--- config.mk ---
export PLATFORM = sky130hd
export DESIGN_NAME = pe_tile_scheduler
export DESIGN_NICKNAME = d
export VERILOG_FILES = /design/src/rtl/pe_tile_scheduler.sv
export SDC_FILE = /design/constraint.sdc
export NUM_CORES = 1
export LEC_CHECK = 0
export ABC_AREA = 1
export CAP_MARGIN = 20
export CORE_AREA = 2 2 179 137
export CTS_CLUSTER_DIAMETER = 40
export DETAILED_ROUTE_END_ITERATION = 8
export DIE_AREA = 0 0 181 139
export GPL_TIMING_DRIVEN = 0
export PLACE_DENSITY = 0.82
export RECOVER_POWER = 100
export SYNTH_ARGS = -nofsm -noshare
export SYNTH_HDL_FRONTEND = slang
export SYNTH_SLANG_ARGS = --single-unit
--- constraint.sdc ---
create_clock -name clk -period 5.58 [get_ports clk]
set_input_delay 1.116 -clock clk [delete_from_list [all_inputs] [get_ports clk]]
set_output_delay 1.116 -clock clk [all_outputs]
set_load 0.01 [all_outputs]
--- src/rtl/pe_tile_scheduler.sv ---
// Tile sequencer for the 16-in x 4-out PE array. It walks every (cout group, cin group) pair:
// it fetches a weight block, then streams tile_size+1 pixels through the array and drains the pipeline.
module pe_tile_scheduler #(
    parameter int AW = 16,
    parameter int GW = 8
) (
    input  logic          clk,
    input  logic          rst,
    input  logic          start,
    input  logic [15:0]   cfg_tile_size,
    input  logic [GW-1:0] cfg_n_cin,
    input  logic [GW-1:0] cfg_n_cout,
    input  logic [AW-1:0] cfg_pb_base,
    output logic          w_req,
    output logic [AW-1:0] w_addr,
    input  logic          w_ack,
    output logic          dr_en,
    output logic [AW-1:0] dr_addr,
    output logic [2:0]    top_level_state,
    output logic [AW-1:0] pb_addr,
    output logic          new_tile,
    output logic [15:0]   tile_size,
    input  logic          pe_finish_flg,
    output logic          busy,
    output logic          done,
    output logic          err
);

    typedef enum logic [2:0] {
        S_IDLE  = 3'd0,
        S_PRIME = 3'd1,
        S_LOADW = 3'd2,
        S_CALC  = 3'd3,
        S_DONE  = 3'd4
    } state_t;

    state_t        state, state_n;
    logic [16:0]   cnt, cnt_n;
    logic [GW-1:0] cin_g, cin_g_n, cout_g, cout_g_n;
    logic [GW-1:0] n_cin, n_cin_n, n_cout, n_cout_n;
    logic [AW-1:0] d_off, d_off_n, p_off, p_off_n;
    logic [AW-1:0] blk, blk_n, pb_base, pb_base_n;
    logic [15:0]   tile_size_n;
    logic          err_n;

    logic          w_req_n, dr_en_n, new_tile_n;
    logic [AW-1:0] w_addr_n, dr_addr_n, pb_addr_n;

    logic [16:0]   calc_last;
    logic [AW-1:0] t_step;
    logic          at_last;

    // The CALC count runs one bit wider than tile_size so tile_size+3 never wraps.
    assign calc_last = {1'b0, tile_size} + 17'd3;
    assign t_step    = AW'({1'b0, tile_size} + 17'd1);
    assign at_last   = (cnt == calc_last);

    assign top_level_state = state;
    assign busy            = (state != S_IDLE);
    assign done            = (state == S_DONE);

    // NOTE: every variable gets its default before the case; a missed branch would otherwise infer a latch.
    always_comb begin
        state_n     = state;
        cnt_n       = cnt;
        cin_g_n     = cin_g;
        cout_g_n    = cout_g;
        n_cin_n     = n_cin;
        n_cout_n    = n_cout;
        d_off_n     = d_off;
        p_off_n     = p_off;
        blk_n       = blk;
        pb_base_n   = pb_base;
        tile_size_n = tile_size;
        err_n       = err;

        unique case (state)
            S_IDLE: begin
                if (start) begin
                    tile_size_n = cfg_tile_size;
                    n_cin_n     = cfg_n_cin;
                    n_cout_n    = cfg_n_cout;
                    pb_base_n   = cfg_pb_base;
                    cnt_n       = '0;
                    cin_g_n     = '0;
                    cout_g_n    = '0;
                    d_off_n     = '0;
                    p_off_n     = '0;
                    blk_n       = '0;
                    err_n       = 1'b0;
                    state_n     = S_LOADW;
                end
            end
            S_LOADW: begin
                if (w_ack) state_n = S_PRIME;
            end
            S_PRIME: begin
                cnt_n   = '0;
                state_n = S_CALC;
            end
            S_CALC: begin
                // The array's end-of-pass flag must coincide with the final drain cycle.
                if (pe_finish_flg != at_last) err_n = 1'b1;
                if (!at_last) begin
                    cnt_n = cnt + 17'd1;
                end else begin
                    cnt_n = '0;
                    if (cin_g < n_cin) begin
                        cin_g_n = cin_g + 1'b1;
                        d_off_n = d_off + t_step;
                        blk_n   = blk + 1'b1;
                        state_n = S_LOADW;
                    end else if (cout_g < n_cout) begin
                        cin_g_n  = '0;
                        d_off_n  = '0;
                        cout_g_n = cout_g + 1'b1;
                        p_off_n  = p_off + t_step;
                        blk_n    = blk + 1'b1;
                        state_n  = S_LOADW;
                    end else begin
                        state_n = S_DONE;
                    end
                end
            end
            S_DONE: begin
                state_n = S_IDLE;
            end
            default: begin
                state_n = S_IDLE;
            end
        endcase
    end

    // Registered outputs are derived from the next state so they line up with the state they belong to.
    always_comb begin
        w_req_n    = (state_n == S_LOADW);
        w_addr_n   = blk_n;
        dr_en_n    = 1'b0;
        dr_addr_n  = '0;
        pb_addr_n  = '0;
        new_tile_n = 1'b0;

        if (state_n == S_PRIME) begin
            dr_en_n   = 1'b1;
            dr_addr_n = d_off_n;
        end

        if (state_n == S_CALC) begin
            if (cnt_n < {1'b0, tile_size_n}) begin
                dr_en_n   = 1'b1;
                dr_addr_n = d_off_n + AW'(cnt_n) + AW'(1);
            end
            if (cnt_n <= {1'b0, tile_size_n}) begin
                pb_addr_n  = pb_base_n + p_off_n + AW'(cnt_n);
                new_tile_n = (cin_g_n == '0);
            end
        end
    end

    // NOTE: sequential state uses non-blocking assignments so all registers update together at the edge.
    always_ff @(posedge clk or posedge rst) begin
        if (rst) begin
            state     <= S_IDLE;
            cnt       <= '0;
            cin_g     <= '0;
            cout_g    <= '0;
            n_cin     <= '0;
            n_cout    <= '0;
            d_off     <= '0;
            p_off     <= '0;
            blk       <= '0;
            pb_base   <= '0;
            tile_size <= '0;
            err       <= 1'b0;
            w_req     <= 1'b0;
            w_addr    <= '0;
            dr_en     <= 1'b0;
            dr_addr   <= '0;
            pb_addr   <= '0;
            new_tile  <= 1'b0;
        end else begin
            state     <= state_n;
            cnt       <= cnt_n;
            cin_g     <= cin_g_n;
            cout_g    <= cout_g_n;
            n_cin     <= n_cin_n;
            n_cout    <= n_cout_n;
            d_off     <= d_off_n;
            p_off     <= p_off_n;
            blk       <= blk_n;
            pb_base   <= pb_base_n;
            tile_size <= tile_size_n;
            err       <= err_n;
            w_req     <= w_req_n;
            w_addr    <= w_addr_n;
            dr_en     <= dr_en_n;
            dr_addr   <= dr_addr_n;
            pb_addr   <= pb_addr_n;
            new_tile  <= new_tile_n;
        end
    end

endmodule

# ---- Word-level counts from Yosys, hierarchy flattened
# Cells that the tools add are included.
dict set report totals {
  latch_bits 0
  ram_bits 0
  wordCells 107
  inputBits 53
  mem_count 0
  register_bits 168
  out_inout_bits 73
  romBits 0
}
dict set report classes {
  order_cmp 4
  n_addsub 12
  n_div 0
  muxes 51
  n_mul 0
  reduce_logical 8
  n_eq_ne 15
  bitwise_logic 0
  shifts 0
}
# cell count
set op_table {}
lappend op_table {{16-bit two-way mux} 21}
lappend op_table {{16-bit case mux with 2 select lines} 3}
lappend op_table {{16-bit adder} 5}
lappend op_table {{8-bit two-way mux} 8}
lappend op_table {{17-bit case mux with 3 select lines} 1}
lappend op_table {{16-bit by 1-bit adder with 16-bit output (second input constant)} 3}
lappend op_table {{17-bit two-way mux} 2}
lappend op_table {{8-bit case mux with 2 select lines} 2}
lappend op_table {{16-bit by 2-bit adder with 17-bit output (second input constant)} 1}
lappend op_table {{17-bit by 1-bit adder with 17-bit output (second input constant)} 1}
lappend op_table {{17-bit == test} 1}
lappend op_table {{17-bit by 16-bit less-or-equal comparator with 1-bit output} 1}
lappend op_table {{17-bit by 16-bit < comparator with 1-bit output} 1}
lappend op_table {{8-bit by 1-bit adder with 8-bit output (second input constant)} 2}
lappend op_table {{8-bit < comparator} 2}
lappend op_table {{3-bit two-way mux} 5}
lappend op_table {{3-bit by 2-bit == test with 1-bit output (second input constant)} 4}
lappend op_table {{3-bit case mux with 4 select lines} 1}
lappend op_table {{2-bit inequality test (second input constant)} 5}
lappend op_table {{8-bit zero test} 1}
lappend op_table {{1-bit two-way mux} 7}
lappend op_table {{3-bit by 1-bit == test with 1-bit output (second input constant)} 2}
lappend op_table {{5-bit AND reduction} 1}
lappend op_table {{4-bit AND reduction} 1}
lappend op_table {{9 further kinds} 9}

# ---- Logic depth before layout (Yosys ltp)
dict set report depth {
  word_depth 10
  depth_mapped 38
  ltp_nobuf 38
}

# ---- Least setup slack after synthesis
# Ideal clock, no wire load.
dict set report synth_path {
  path_type {input-to-reg}
  start {in start}
  end {reg pb_addr[15]}
  path_stages 25
  slack_ns 0.886
  arrival_time_ns 4.575
  t_required_ns 5.461
  cell_sequence {nor2_1 nor2_1 inv_1 nor2_1 clkbuf_1 clkbuf_1 nand2_1 nand2_1 fa_1 ha_1 fa_1 a21oi_1 o21bai_1 nand2_1 o211ai_1 a21oi_1 o21bai_1 nand3_1 nand2_1 nand2_1 nand2_1 o21ai_0 nand3_1 nand2_1 nor2_1}
}
dict set report synth_via {
  elab_chain_cells 6
  word_cells_on_any_way 16
  cone_classes {add/sub: 2; order compare: 1; eq/ne: 1; mux: 12}
}
# element line
set synth_lines {}
lappend synth_lines {{start, declared} 9} ;# input logic start,
lappend synth_lines {{16-bit two-way mux} 79} ;# if (start) begin
lappend synth_lines {{16-bit two-way mux} 77} ;# unique case (state)
lappend synth_lines {{net pb_base_n[1]} 42} ;# logic [AW-1:0] blk, blk_n, pb_base, pb_base_n;
lappend synth_lines {{16-bit adder (2 in series)} 154} ;# pb_addr_n = pb_base_n + p_off_n + AW'(cnt_n);
lappend synth_lines {{16-bit two-way mux} 153} ;# if (cnt_n <= {1'b0, tile_size_n}) begin
lappend synth_lines {{16-bit two-way mux} 148} ;# if (state_n == S_CALC) begin
lappend synth_lines {{net pb_addr_n[15]} 47} ;# logic [AW-1:0] w_addr_n, dr_addr_n, pb_addr_n;
lappend synth_lines {{end signal, assigned} 198} ;# pb_addr <= pb_addr_n;
lappend synth_lines {{end, declared} 20} ;# output logic [AW-1:0] pb_addr,
# The timed path passes the listed nets, and every way through them passes these cells.
# A chain may end at the register's enable or synchronous reset.

# ---- Worst setup path after layout
dict set report layout_path {
  start {in start}
  end {reg dr_addr[8]}
}
dict set report layout_via {
  elab_chain_cells 6
  word_cells_on_any_way 16
  cone_classes {add/sub: 2; order compare: 1; eq/ne: 2; mux: 11}
}
# element line
set layout_lines {}
lappend layout_lines {{17-bit two-way mux *} 79}
lappend layout_lines {{17-bit case mux with 3 select lines *} 77}
lappend layout_lines {{net cnt_n[8]} 38} ;# logic [16:0] cnt, cnt_n;
lappend layout_lines {{16-bit adder} 151} ;# dr_addr_n = d_off_n + AW'(cnt_n) + AW'(1);
lappend layout_lines {{16-bit by 1-bit adder with 16-bit output} 151}
lappend layout_lines {{16-bit two-way mux *} 149} ;# if (cnt_n < {1'b0, tile_size_n}) begin
lappend layout_lines {{16-bit two-way mux *} 148}
lappend layout_lines {{net dr_addr_n[8]} 47}
lappend layout_lines {{end signal, assigned} 197} ;# dr_addr <= dr_addr_n;
lappend layout_lines {{end, declared} 18} ;# output logic [AW-1:0] dr_addr,
# The timed path passes the listed nets; every way through them passes the cells marked *.

==> summary.txt <==
Job
  – Maxcap violations: 2

STA
  – Worst hold slack: 0.489 ns
  – Final Skew: 0.0105 ns
  – Worst-Margin Slew: 2.12 ns
  – Slew headroom: -41.6%
  – Final Max Slew Viols: 73
  – Fin. Hold Viols: 0
  – Setup slack after layout: 0.103 ns
  – Final min period: 5.48 ns
  – # setup viols final: 0
  – Final period utilization: 98.2%
  – Max Freq: 183 MHz

Place
  – Pre-CTS setup slack: -1.13 ns
  – Dpl cells: 2020
  – IO buf count: 125
  – Placed Area: 0.0139 mm2
  – Detailed placer's ending HPWL: 30.6 mm
  – Placer Congestion: 0.998

Finish
  – Cell area after layout: 0.0146 mm2
  – Non-Filler Instances: 2060
  – Ratio of cells with drive above 1 in the final layout: 8.27%
  – Final #Nets: 1910
  – Layout overhead on the synthesized area: 20.0%

Logic synthesis
  – Yosys reg bits: 168
  – Synthesized instance count: 1582
  – Post-synth cell types: 60
  – Most frequent cell after synthesis: nand2_1
  – Synth area leader: dfrtp_1
  – Synth top area share: 34.5%
  – Ranking of synthesized cells by area: dfrtp_1 (35%), nand2_1 (12%), ha_1 (10%)
  – Synth top cells by count: nand2_1 (400), inv_1 (197), dfrtp_1 (168), nor2_1 (109), o21ai_0 (106)
  – Seq/Total Area, Yosys: 34.5%
  – Ys flop type: dfrtp_1
  – EDFF count, synth: 0
  – Synth Net Count: 1752
  – Ys Warns: 0
  – Syn_area_per_cell: 7.70 um2
  – Share of flip-flops with an asynchronous set or reset: 100%
  – Synthesized area: 0.0122 mm2

Setup path
  – WP depth: 18
  – Arrival time at the worst endpoint: 5.78 ns
  – Crit-path max cell delay: 0.72 ns
  – Buf/Inv on CP: 5
  – Worst Path Max Fanout: 10
  – Top cell by count, worst path: nand2_1
  – End of the critical path: dr_addr[8]
  – Element type at the critical path end: register
  – Critical Path RT: 5.88 ns
  – R2R Setup Slk: 0.12 ns
  – Slowest cell on crit path: o22ai_1
  – R2R cell count: 27
  – RR Startpoint: tile_size[1]
  – Top Family by Delay on Critical Path: compound AO/OA/AOI/OAI gates
  – Crit Path Category: in -> reg
  – Worst reg2reg path endpoint: dr_addr[8]
  – Setup crit start: start
  – Critical Path, Cell by Cell: clkdlybuf4s50_1, o21ai_2, inv_1, clkbuf_1, o22ai_1, ha_1, nand2_1, nor2_1, nor2_1, nand4_1, a21boi_0, o21ai_0, nand2_1, nand2_1, nor3_4, inv_2, buf_2, o21ai_0
  – Crit path launch type: input pin

Power
  – Pwr Total: 0.00652 W
  – Worst VDD drop: 0.303 mV
  – PwrDens: 446 mW/mm2
  – Pleak: 7.09 nW

Global route
  – Overall routing resource usage: 31.1%
  – Initial antenna violation count: 1
  – Global-route wire length before repair: 60.4 mm
  – Gr ovfl total: 0
  – Vias in the first global route: 11100
  – Largest net degree at the start of global routing: 42

Floorplan
  – Io pins: 126
  – Die X: 181 um
  – Die Y: 139 um
  – Placeable Area: 0.0235 mm2
  – Die area: 0.0252 mm2
  – Starting density of the core: 51.8%
  – Rows: 49

Status
  – Violated checks: max-capacitance violations, max-slew violations
  – Status: finished with violations

Clock tree
  – Maximum clock insertion buffer count: 2
  – CTS Sinks: 168
  – CTS tree: yes
  – Post-CTS Hold Buffers: 0
  – Insertion delay to the later sink of the worst-skew pair: 0.45 ns
  – Clock Tree Root: clkbuf_16
  – CTS Buf Count: 17
  – Clock transition at the registers of the reported paths: 0.07 ns
  – H-tree depth: 4

Drt
  – Residual DRC: 0
  – DRT Pass-1 Iters: 5
  – Final wirelength: 39.2 mm
  – Total number of vias: 11600
  – Violation count after the first detailed-routing iteration: 1086
  – Drt via density: 5.65
  – Number of routed nets with antenna violations: 0
  – WL per Instance: 19.0 um

Worst hold path
  – Hold WC Path Type: reg -> reg
==> power by group <==
part	internal (W)	total [W]	switching [W]
combinational	0.00142	0.00361	0.00219
clock	0.000670	0.00124	0.000575
sequential	0.00150	0.00166	0.000161
total	0.00359	0.00652	0.00293
==> state kept, by name (all words and copies together), names as in the netlist, 16 cells and up <==
name       cells
tile_size     16
p_off         16
dr_addr       16
pb_addr       16
cnt           17
d_off         16
pb_base       16
blk           16
==> cell usage in the layout (no fill, tap or decap), types with 16 or more instances in the layout <==
cell | netlist | routed
ha_1 | 98 | 97
dfrtp_1 | 168 | 167
nand3_1 | 82 | 81
fa_1 | 19 | 18
inv_1 | 197 | 195
xnor2_1 | 23 | 23
a21oi_1 | 94 | 91
clkbuf_16 | 0 | 17
xor2_1 | 50 | 47
dlygate4sd3_1 | 0 | 63
nor2_1 | 109 | 110
nor3_1 | 19 | 22
nand4_1 | 22 | 22
nand2_1 | 400 | 400
o21ai_0 | 106 | 102
o21ai_1 | 14 | 16
clkdlybuf4s50_1 | 0 | 62
nor2_4 | 20 | 17
==> how the worst min path moves through the flow <==
| stage | start | to | slack (ns) | cells after the start |
|---|---|---|---|---|
| 3_5_place_dp | n_cout[0] | n_cout[0] | 0.47 | 2 |
| 3_3_place_gp | blk[15] | blk[15] | 0.45 | 1 |
| 4_1_cts | n_cout[0] | n_cout[0] | 0.49 | 2 |
| 5_1_grt | blk[15] | blk[15] | 0.52 | 1 |
| 2_1_floorplan | n_cin[0] | n_cin[0] | 0.44 | 2 |
| 6_report | n_cout[0] | n_cout[0] | 0.49 | 2 |
==> routing by layer <==
| layer | wire length [um] | up-vias | global-route usage, % |
|---|---|---|---|
| met4 | 1540 | 0 | 12.7 |
| met1 | 16700 | 5449 | 42.1 |
| met2 | 17500 | 551 | 49.0 |
| met5 | 0 | - | 0 |
| li1 | - | 5520 | - |
| met3 | 3410 | 109 | 6.36 |
==> per-stage QoR <==
stage,util [%],TNS (ns)
after floorplan,-,0
after global placement,58.7,-23.83
after detailed placement,59.1,-17.54
after CTS,62.0,-0.0684
after global routing,62.1,-0.0153
final,62.1,0
==> tightest hold or removal path: cells and delay by family, from the launching register on <==
family,cells,cell delay [ns]
flops,1,0.36
simple gates,2,0.11
==> cell families after synthesis <==
| kind of cell | synth area share [%] |
|---|---|
| adders and majority gates | 13.2 |
| and+or+nand+nor | 26.1 |
| DFF | 34.5 |
| AOI/OAI and AO/OA | 13.3 |
| buffers and inverters | 7.56 |
| xor gates and xnor gates | 5.38 |
==> layout make-up <==
| type | count | area (um2) |
|---|---|---|
| well taps | 306 | 383 |
| clock inverters | 11 | 129 |
| diodes | 1 | 2.50 |
| inverters | 206 | 783 |
| clock buffers | 21 | 470 |
| flip-flops and latches | 168 | 4210 |
| repair buffers | 139 | 1360 |
| plain buffers | 29 | 154 |
| multi-input cells | 1179 | 7140 |
| fillers | 2103 | 8920 |
==> repair_timing <==
| action | 4_1_cts | 5_1_grt |
|---|---|---|
| resized for setup | 23 | 54 |
| pin swaps | 0 | 2 |
| setup endpoints to repair | 33 | 20 |
| buffers inserted | 1 | 6 |
Note: power is estimated with default switching activity, not from simulation.
